File: config.mk
export PLATFORM = sky130hd
export DESIGN_NAME = noc_bridge_axis_serializer
export DESIGN_NICKNAME = d
export VERILOG_FILES = /design/src/rtl/noc_bridge_pkg.sv /design/src/rtl/noc_bridge_axis_serializer.sv
export SDC_FILE = /design/constraint.sdc
export NUM_CORES = 1
export LEC_CHECK = 0
export ABC_AREA = 1
export BUFFER_PORTS_ARGS = -buffer_cell sky130_fd_sc_hd__buf_2
export CAP_MARGIN = 5
export CORE_UTILIZATION = 45
export CTS_CLUSTER_SIZE = 10
export DETAILED_ROUTE_END_ITERATION = 12
export PLACE_DENSITY_LB_ADDON = 0.3
export SLEW_MARGIN = 25
export SYNTH_ARGS = -nofsm -noshare
export SYNTH_HDL_FRONTEND = slang
export SYNTH_SLANG_ARGS = --single-unit
File: constraint.sdc
create_clock -name clk_i -period 4.4 [get_ports clk_i]
set_clock_uncertainty 0.1 [all_clocks]
set_input_delay 0.88 -clock clk_i [delete_from_list [all_inputs] [get_ports clk_i]]
set_output_delay 0.88 -clock clk_i [all_outputs]
set_load 0.02 [all_outputs]
File: src/rtl/noc_bridge_pkg.sv
// Shared types and defaults for the NoC bridge AXIS path.
// Holds the packed packet layout, the default widths and the serializer state encoding.
package noc_bridge_pkg;

  // Field order is MSB to LSB as packed onto the AXIS FIFO output.
  typedef struct packed {
    logic [3:0]  data_hdr;
    logic [63:0] data;
    logic [7:0]  data_validity;
    logic [3:0]  credits_hdr;
    logic [19:0] credits;
  } axis_packet_t;

  localparam int DefaultDataWidth = $bits(axis_packet_t);
  localparam int DefaultPhyWidth  = 32;

  typedef enum logic {
    SER_IDLE,
    SER_SEND
  } ser_state_e;

  function automatic int ceil_div(input int num, input int den);
    return (num + den - 1) / den;
  endfunction

endpackage

File: src/rtl/noc_bridge_axis_serializer.sv
// Splits a packed bridge packet into PhyWidth beats, LSB first, with zero-bubble packet chaining.
// Define NOC_BRIDGE_SER_PARITY_EN to append an even-parity bit as the MSB of each beat.
module noc_bridge_axis_serializer
  import noc_bridge_pkg::*;
#(
  parameter int DataWidth    = DefaultDataWidth,
  parameter int PhyWidth     = DefaultPhyWidth,
  parameter bit IgnoreAssert = 1'b0
) (
  input  logic                 clk_i,
  input  logic                 rst_i,
  input  logic                 pkt_valid_i,
  output logic                 pkt_ready_o,
  input  logic [DataWidth-1:0] pkt_data_i,
  output logic                 beat_valid_o,
  input  logic                 beat_ready_i,
`ifdef NOC_BRIDGE_SER_PARITY_EN
  output logic [PhyWidth:0]    beat_data_o,
`else
  output logic [PhyWidth-1:0]  beat_data_o,
`endif
  output logic                 beat_last_o,
  output logic                 busy_o
);

  localparam int NumBeats   = ceil_div(DataWidth, PhyWidth);
  localparam int ShiftWidth = NumBeats * PhyWidth;
  localparam int CntWidth   = (NumBeats > 1) ? $clog2(NumBeats) : 1;
  localparam logic [CntWidth-1:0] LastCnt = CntWidth'(NumBeats - 1);

  ser_state_e            state_q;
  logic [ShiftWidth-1:0] shift_q;
  logic [ShiftWidth-1:0] pkt_padded;
  logic [CntWidth-1:0]   cnt_q;
  logic [CntWidth-1:0]   cnt_next;
  logic [PhyWidth-1:0]   payload;
  logic                  accept;
  logic                  beat_fire;

  // Bits above DataWidth stay zero so the final beat is zero-padded.
  always_comb begin
    pkt_padded                  = '0;
    pkt_padded[DataWidth-1:0]   = pkt_data_i;
  end

  // A new packet may only enter while idle or while the final beat is leaving.
  assign pkt_ready_o = ~rst_i & ((state_q == SER_IDLE) | (beat_last_o & beat_ready_i));
  assign accept      = pkt_valid_i & pkt_ready_o;
  assign beat_fire   = beat_valid_o & beat_ready_i;
  assign cnt_next    = cnt_q + CntWidth'(1);
  assign payload     = shift_q[PhyWidth-1:0];

`ifdef NOC_BRIDGE_SER_PARITY_EN
  assign beat_data_o = {^payload, payload};
`else
  assign beat_data_o = payload;
`endif

  always_ff @(posedge clk_i or posedge rst_i) begin
    if (rst_i) begin
      state_q      <= SER_IDLE;
      shift_q      <= '0;
      cnt_q        <= '0;
      beat_valid_o <= 1'b0;
      beat_last_o  <= 1'b0;
      busy_o       <= 1'b0;
    end else if (accept) begin
      state_q      <= SER_SEND;
      shift_q      <= pkt_padded;
      cnt_q        <= '0;
      beat_valid_o <= 1'b1;
      beat_last_o  <= (NumBeats == 1);
      busy_o       <= 1'b1;
    end else if (beat_fire) begin
      if (beat_last_o) begin
        state_q      <= SER_IDLE;
        shift_q      <= '0;
        cnt_q        <= '0;
        beat_valid_o <= 1'b0;
        beat_last_o  <= 1'b0;
        busy_o       <= 1'b0;
      end else begin
        shift_q     <= shift_q >> PhyWidth;
        cnt_q       <= cnt_next;
        beat_last_o <= (cnt_next == LastCnt);
      end
    end
  end

  if (!IgnoreAssert) begin : g_assert
    // A stalled beat must not change underneath the downstream consumer.
    stable_under_backpressure: assert property (
      @(posedge clk_i) disable iff (rst_i)
      (beat_valid_o && !beat_ready_i) |=>
        (beat_valid_o && $stable(beat_data_o) && $stable(beat_last_o))
    );
  end

endmodule

==> flow_summary.yaml, run 1 <==
run_status:
  outcome: "completed"
final_layout:
  fin_cells: 831
  drive_gt1_frac: 0.2432
  nets: 795
  final_common_cell: "nand2_1"
  area_delta_synth_final_pct: 14.33
  antenna_cells: 0
  layout_common_cells: "nand2_1, buf_2, nand3_1"
drt:
  initialDrtViolationCount: 276
  wl_per_cell_um: 13.63
  ant_nets: 0
  via_per_inst: 4.971
  first_pass_iters: 5
  vias: 4131
  drc_errors: 0
  totalWireLength_um: 11330
logic_synthesis:
  synth_nets: 707
  synth_top_area_share: 0.5389
  synth_area_per_cell_um2: 8.023
  yosysSeqAreaShare: 0.5389
  synth_area_leaders: "dfrtp_1, nand2_1, nand3_1"
  syn_inst: 602
  ys_warn_count: 0
  ys_seq_elements: 104
  synthesis.area_mm2: 0.004830
  yosys.area.top_type: "dfrtp_1"
  synth_cell_types: 17
global_routing:
  overflow: 0
  first_global_vias: 3972
  antenna_found_initial: 0
  grt_util_all_layers: 0.2128
  grt_max_degree: 63
  grt_pass1_wl_um: 18940
floorplan:
  die_y_um: 105.6
  die-area_mm2: 0.01115
  die_w_um: 105.6
  coreArea_mm2: 0.01037
  ios: 140
  start_util: 0.4657
  core.rowCount: 37
sta:
  finalHoldWorstSlack_ns: 0.3818
  drv_slew: 0
  max_slew_margin: 0.3911
  fin_crit_sh: 0.6223
  fmax_mhz: 365.2
  rsz0062_at_grt: "no"
  setup_ws_ns: 1.662
  finalSetupViolCount: 0
  tns_ns: 0
  fin_crit_ns: 2.738
  worst_pin_slew_ns: 0.9112
  finalHoldViolCount: 0
clocking:
  cts_buffer_depth: 2
  clk_pin_slew_ns: 0.10
  cts_sinks: 104
  cts_tree: "yes"
  cts_root_buffer: "clkbuf_8"
  clock_latency_ns: 0.36
  cts_setup_buffers: 0
  htreeDepth: 3
  hold_buffers: 0
  cts-resized-gates: 0
  numCtsBuffers: 9
hold_path:
  hold_start: "shift_q[73]$_DFFE_PP0P_"
  holdPathEnd: "shift_q[73]$_DFFE_PP0P_"
  min_path_type: "reg -> reg"
  hold_path_depth: 2
worst_setup_path:
  r2r_end: "shift_q[66]$_DFFE_PP0P_"
  cp-start-kind: "input pin"
  arrival_ns: 2.89
  r2r_start: "beat_last_o$_DFFE_PP0P_"
  cp.required_ns: 4.55
  r2r_slack_ns: 1.76
  path_class: "in -> reg"
  r2r_cells: 9
  endpoint_kind: "register"
  crit_path_max_fanout: 62
run:
  cap_violations: 0
place:
  placed_cells: 815
  numPortBuffers: 139
  gp_congestion: 0.7991
  place_ws_ns: 1.271
  dp_hpwl_um: 7781
power:
  leakagePower_nw: 3.090
  power.density_mw_per_mm2: 586.5
  ir_worst_vdd_mv: 0.2301
## per-stage QoR
stage | utilization | total power [mW] | cell area, µm²
final | 0.5325 | 3.238 | 5522
after global routing | 0.5325 | 3.491 | 5522
after CTS | 0.5325 | 3.278 | 5522
after detailed placement | 0.5148 | 2.731 | 5339
after global placement | 0.5148 | 2.679 | 5339
after floorplan | - | 2.512 | 4830
## area by class of cell
cell class,count,area (µm²)
Clock buffer,10,137.6
Clock inverter,6,45.04
Multi-Input combinational cell,410,1744
Sequential cell,104,2603
Tap cell,136,170.2
Timing Repair Buffer,146,748.2
Fill cell,1079,4848
Inverter,19,73.82
## routing by layer
layer  global-route usage  vias to the layer above  wire length (µm)
met3              0.03587                       12               721
li1                     -                     2055                 -
met1               0.2958                     1934              5118
met2               0.3398                      130              5337
met4              0.07143                        0               149
met5                    0                        -                 0
## synth_stat cells
| cell type | instances |
|---|---|
| nand2_1 | 272 |
| inv_1 | 16 |
| nand3_1 | 118 |
| o21ai_0 | 7 |
| dfrtp_1 | 104 |
| nand2_2 | 1 |
| clkbuf_1 | 13 |
| buf_4 | 35 |
| ha_1 | 1 |
| buf_6 | 1 |
| inv_2 | 3 |
| a21oi_1 | 1 |
| buf_1 | 1 |
| nor2_1 | 1 |
| nand3_2 | 1 |
| buf_2 | 19 |
| nand4_1 | 8 |
## worst max-delay path: stages
cell and delay [ns]:
buf_2 0.10, nand2_1 0.08, nand2_2 0.18, nand3_2 0.12
buf_4 0.24, inv_2 0.42, buf_4 0.60, nand2_1 0.10
nand2_1 0.08, nand2_1 0.05
## flip-flops by register name, summed over array words and instances, names as in the netlist
name / flops
beat_last_o: 1
cnt_q: 2
shift_q: 100
state_q: 1
## cells by family after synthesis
logic type | synth area share
buffers and inverters | 0.1021
DFF | 0.5389
adders and majority gates | 0.002590
AOI/OAI and AO/OA | 0.008288
and+or+nand+nor | 0.3482
## worst max path at each step
stage	slack, ns	cells after the start	end	startpoint
finish	1.66	10	shift_q[66]$_DFFE_PP0P_	beat_ready_i
global placement	1.35	10	shift_q[66]$_DFFE_PP0P_	beat_ready_i
CTS	1.67	10	shift_q[66]$_DFFE_PP0P_	beat_ready_i
detailed placement	1.27	10	shift_q[66]$_DFFE_PP0P_	beat_ready_i
global route	1.47	10	shift_q[66]$_DFFE_PP0P_	beat_ready_i
floorplan	1.15	6	shift_q[41]$_DFFE_PP0P_	rst_i
## power breakdown
group | leakage [nW] | switching [mW] | internal (mW)
registers | 1.37 | 0.203 | 1.32
clock network | 0.0845 | 0.327 | 0.222
logic | 1.64 | 0.776 | 0.391
Power figures use the tool's default switching activity.
==> inputs of run 2 (changes only) <==
Settings changed: ABC_AREA 1 to 0.
Clock period 4.4 ns to 2.3 ns, I/O delays scaled along.
==> flow_summary.yaml, run 2 <==
drt:
  wl_per_cell_um: 17.60
  totalWireLength_um: 10930
  initialDrtViolationCount: 191
  first_pass_iters: 4
  via_per_inst: 5.636
  vias: 3500
  ant_nets: 0
  drc_errors: 0
logic_synthesis:
  synth_top_family_by_area: "compound AO/OA/AOI/OAI gates"
  postSynth.asyncResetShare: 1.000
  yosys-top-cells-count: "dfrtp_1, a221o_1, and3_1"
  synthFlopType: "dfrtp_1"
  ys_warn_count: 0
  synthesis.area_mm2: 0.004662
  yosysSeqAreaShare: 0.5582
  synth_edf_count: 0
  ys_seq_elements: 104
  syn_inst: 391
  yosys.area.top_type: "dfrtp_1"
  synth_cell_types: 21
  synth_area_leaders: "dfrtp_1, a221o_1, and3_1"
  synth.most_common_cell: "dfrtp_1"
  synth_area_per_cell_um2: 11.92
  synth-adder-area-share: 0.002684
  yosys.area_share.simple: 0.1218
  synth_compound_area_frac: 0.2228
  synth_nets: 496
  synthMuxAreaShare: 0
  synthXorXnorAreaFrac: 0
  synth_top_area_share: 0.5582
worst_setup_path:
  cp.required_ns: 1.74
  r2r_start: "state_q$_DFFE_PP0P_"
  cp-start-kind: "register"
  r2r_end: "shift_q[45]$_DFFE_PP0P_"
  crit_path_max_fanout: 16
  r2r_cells: 3
  arrival_ns: 1.59
  startpoint: "beat_last_o$_DFFE_PP0P_"
  r2r_slack_ns: 0.30
  endpoint_kind: "output pin"
  path_class: "reg -> out"
sta:
  fmax_mhz: 464.1
  finalHoldViolCount: 0
  drv_slew: 0
  finalSetupViolCount: 0
  max_slew_margin: 0.3657
  rsz0062_at_grt: "no"
  fin_crit_ns: 2.155
  fin_crit_sh: 0.9369
  worst_pin_slew_ns: 0.9514
clocking:
  cts_buffer_depth: 2
  cts_tree: "yes"
  cts-resized-gates: 0
  cts_setup_buffers: 0
  htreeDepth: 3
  clk_pin_slew_ns: 0.09
  cts_root_buffer: "clkbuf_8"
  clock_latency_ns: 0.36
  numCtsBuffers: 9
  hold_buffers: 0
  cts_sinks: 104
floorplan:
  die_w_um: 103.8
  core.rowCount: 36
  coreArea_mm2: 0.009910
  die-area_mm2: 0.01077
  die_y_um: 103.8
  ios: 140
  start_util: 0.4705
hold_path:
  min_path_type: "in -> async"
power:
  power.density_mw_per_mm2: 1199
  ir_worst_vdd_mv: 0.5027
  leakagePower_nw: 2.927
  finalPower_mw: 6.522
final_layout:
  final_util: 0.5491
  nets: 588
  final_common_cell: "buf_2"
  antenna_cells: 0
  final_cell_area_mm2: 0.005441
  largest-register: "shift_q"
  largest_reg_flops: 100
  drive_gt1_frac: 0.3525
  layout_common_cells: "buf_2, dfrtp_1, and3_1, a221o_1, a22o_1"
  area_delta_synth_final_pct: 16.72
  reg_top3: "shift_q (100), cnt_q (2)"
global_routing:
  first_global_vias: 3442
  grt_pass1_wl_um: 17850
  antenna_found_initial: 0
  grt_max_degree: 105
  grt_util_all_layers: 0.2073
  overflow: 0
run:
  cap_violations: 0
place:
  numPortBuffers: 139
  gp_congestion: 0.7681
  dp_hpwl_um: 7045
  place_area_mm2: 0.005243
run_status:
  outcome: "completed"
[run 2: worst max-delay path: stages (launching register included)]
cell     delay [ns]
dfrtp_1        0.51
a21bo_2        0.37
and2_1         0.19
buf_2          0.17
[run 2: logic make-up after synthesis]
family	count (synthesis)
DFF	104
AOI/OAI and AO/OA	117
buffers and inverters	74
adders and majority gates	1
and+or+nand+nor	95
[run 2: worst max path at each step]
stage / cells after the start / slack (ns) / end
detailed placement: 4 / 0.19 / shift_q[47]$_DFFE_PP0P_
floorplan: 2 / -0.69 / pkt_ready_o
global placement: 4 / 0.22 / shift_q[27]$_DFFE_PP0P_
CTS: 3 / 0.09 / pkt_ready_o
finish: 3 / 0.15 / pkt_ready_o
global route: 3 / 0.02 / pkt_ready_o
[run 2: area by class of cell]
type	instances	area, µm²
sequential	104	2603
timing repair buffer	153	825.8
inverter	2	11.26
clock inverter	4	53.80
tap	133	166.4
clock buffer	12	145.1
multi-input combinational	213	1637
fill	881	4468
[run 2: metrics by stage]
step                setup TNS (ns)  hold slack, ns  instances  setup WS (ns)
floorplan                  -0.6891          0.3569        391        -0.6891
global placement                 0          0.3741        605         0.2182
detailed placement               0          0.3841        605         0.1910
CTS                              0          0.1891        621        0.08959
global route                     0          0.1911        621        0.01675
finish                           0          0.1846        621         0.1451
[run 2: report_power, final]
part,total (mW),switching [mW],internal (mW)
combinational,2.49,1.40,1.09
clock,1.14,0.608,0.537
sequential,2.88,0.411,2.47
[run 2: per-layer routing]
metal  global-route usage  share of wire
met1               0.3023           0.47
met2               0.3154           0.45
met3              0.04216          0.063
met4              0.05408          0.013
met5                    0              0
==> inputs of run 3 (changes only) <==
Settings changed: CORE_MARGIN from default to 5.
==> flow_summary.yaml, run 3 (same netlist as run 2, synthesis figures left out) <==
sta:
  fin_crit_sh: 0.8848
  fin_crit_ns: 2.035
  max_slew_margin: 0.3540
  worst_pin_slew_ns: 0.9691
  rsz0062_at_grt: "no"
  drv_slew: 0
  finalHoldViolCount: 0
  fmax_mhz: 491.4
  finalSetupViolCount: 0
  setup_ws_ns: 0.2649
  finalHoldWorstSlack_ns: 0.1702
  tns_ns: 0
run_status:
  outcome: "completed"
floorplan:
  die_w_um: 111.8
  start_util: 0.4557
  core.rowCount: 37
  die_y_um: 111.8
  coreArea_mm2: 0.01023
  ios: 140
  die-area_mm2: 0.01250
drt:
  drc_errors: 0
  first_pass_iters: 5
  initialDrtViolationCount: 280
  wl_per_cell_um: 19.13
  via_per_inst: 5.734
  totalWireLength_um: 11940
  vias: 3578
  ant_nets: 0
worst_setup_path:
  endpoint_kind: "output pin"
  arrival_ns: 1.48
  crit_path_max_fanout: 6
  cp-start-kind: "register"
  cp.required_ns: 1.74
  path_class: "reg -> out"
final_layout:
  area_delta_synth_final_pct: 16.10
  layout_common_cells: "buf_2, dfrtp_1, and3_1, a221o_1, a22o_1"
  fin_cells: 624
  reg_top3: "shift_q (100), cnt_q (2)"
  final_cell_area_mm2: 0.005413
  drive_gt1_frac: 0.3566
  final_util: 0.5290
  nets: 588
  antenna_cells: 0
  largest_reg_flops: 100
  largest-register: "shift_q"
  final_common_cell: "buf_2"
global_routing:
  grt_pass1_wl_um: 19530
  antenna_found_initial: 0
  overflow: 0
  first_global_vias: 3729
  grt_max_degree: 105
  grt_util_all_layers: 0.1928
power:
  power.density_mw_per_mm2: 1188
  leakagePower_nw: 2.922
  ir_worst_vdd_mv: 0.5166
  finalPower_mw: 6.431
clocking:
  numCtsBuffers: 9
  clk_pin_slew_ns: 0.10
  cts_setup_buffers: 0
  cts_buffer_depth: 2
  cts_sinks: 104
  cts_tree: "yes"
  cts_root_buffer: "clkbuf_8"
  clock_latency_ns: 0.37
  hold_buffers: 0
  htreeDepth: 3
  cts-resized-gates: 0
place:
  numPortBuffers: 139
  place_area_mm2: 0.005234
  gp_congestion: 0.7970
  place_ws_ns: 0.1992
  placed_cells: 608
  dp_hpwl_um: 7671
run:
  cap_violations: 0
hold_path:
  min_path_type: "in -> async"
## run 3: worst max-delay path, stage by stage (launching register included)
cell,delay [ns]
dfrtp_1,0.46
a21bo_2,0.29
and2_1,0.19
buf_2,0.17
## run 3: worst paths after layout
path | start | end | slack, ns | cells after the start
max | state_q$_DFFE_PP0P_ | pkt_ready_o | 0.26 | 3
min | rst_i | shift_q[75]$_DFFE_PP0P_ | 0.17 | 3
max reg2reg | state_q$_DFFE_PP0P_ | shift_q[44]$_DFFE_PP0P_ | 0.35 | 3
min reg2reg | cnt_q[1]$_DFFE_PP0P_ | cnt_q[1]$_DFFE_PP0P_ | 0.41 | 1
max in group asynchronous | rst_i | shift_q[67]$_DFFE_PP0P_ | 1.46 | 3
min in group clk_i | pkt_data_i[88] | shift_q[88]$_DFFE_PP0P_ | 0.20 | 2
## run 3: final cells by class
class,instances,area (µm²)
multi-input combinational,213,1637
fill,946,4818
tap,136,170.2
clock inverter,7,55.05
timing repair buffer,153,813.3
clock buffer,9,123.9
sequential,104,2603
inverter,2,11.26
## run 3: power by group
| part | internal [mW] | switching (mW) |
|---|---|---|
| clock | 0.408 | 0.668 |
| sequential | 2.47 | 0.388 |
| combinational | 1.06 | 1.44 |
| total | 3.94 | 2.49 |
## run 3: routing by layer
metal,part of all wire,GRT usage,wire length (µm)
met5,0,0,0
met4,0.019,0.07380,227
met3,0.059,0.03859,701
met2,0.47,0.3062,5649
met1,0.45,0.2615,5358
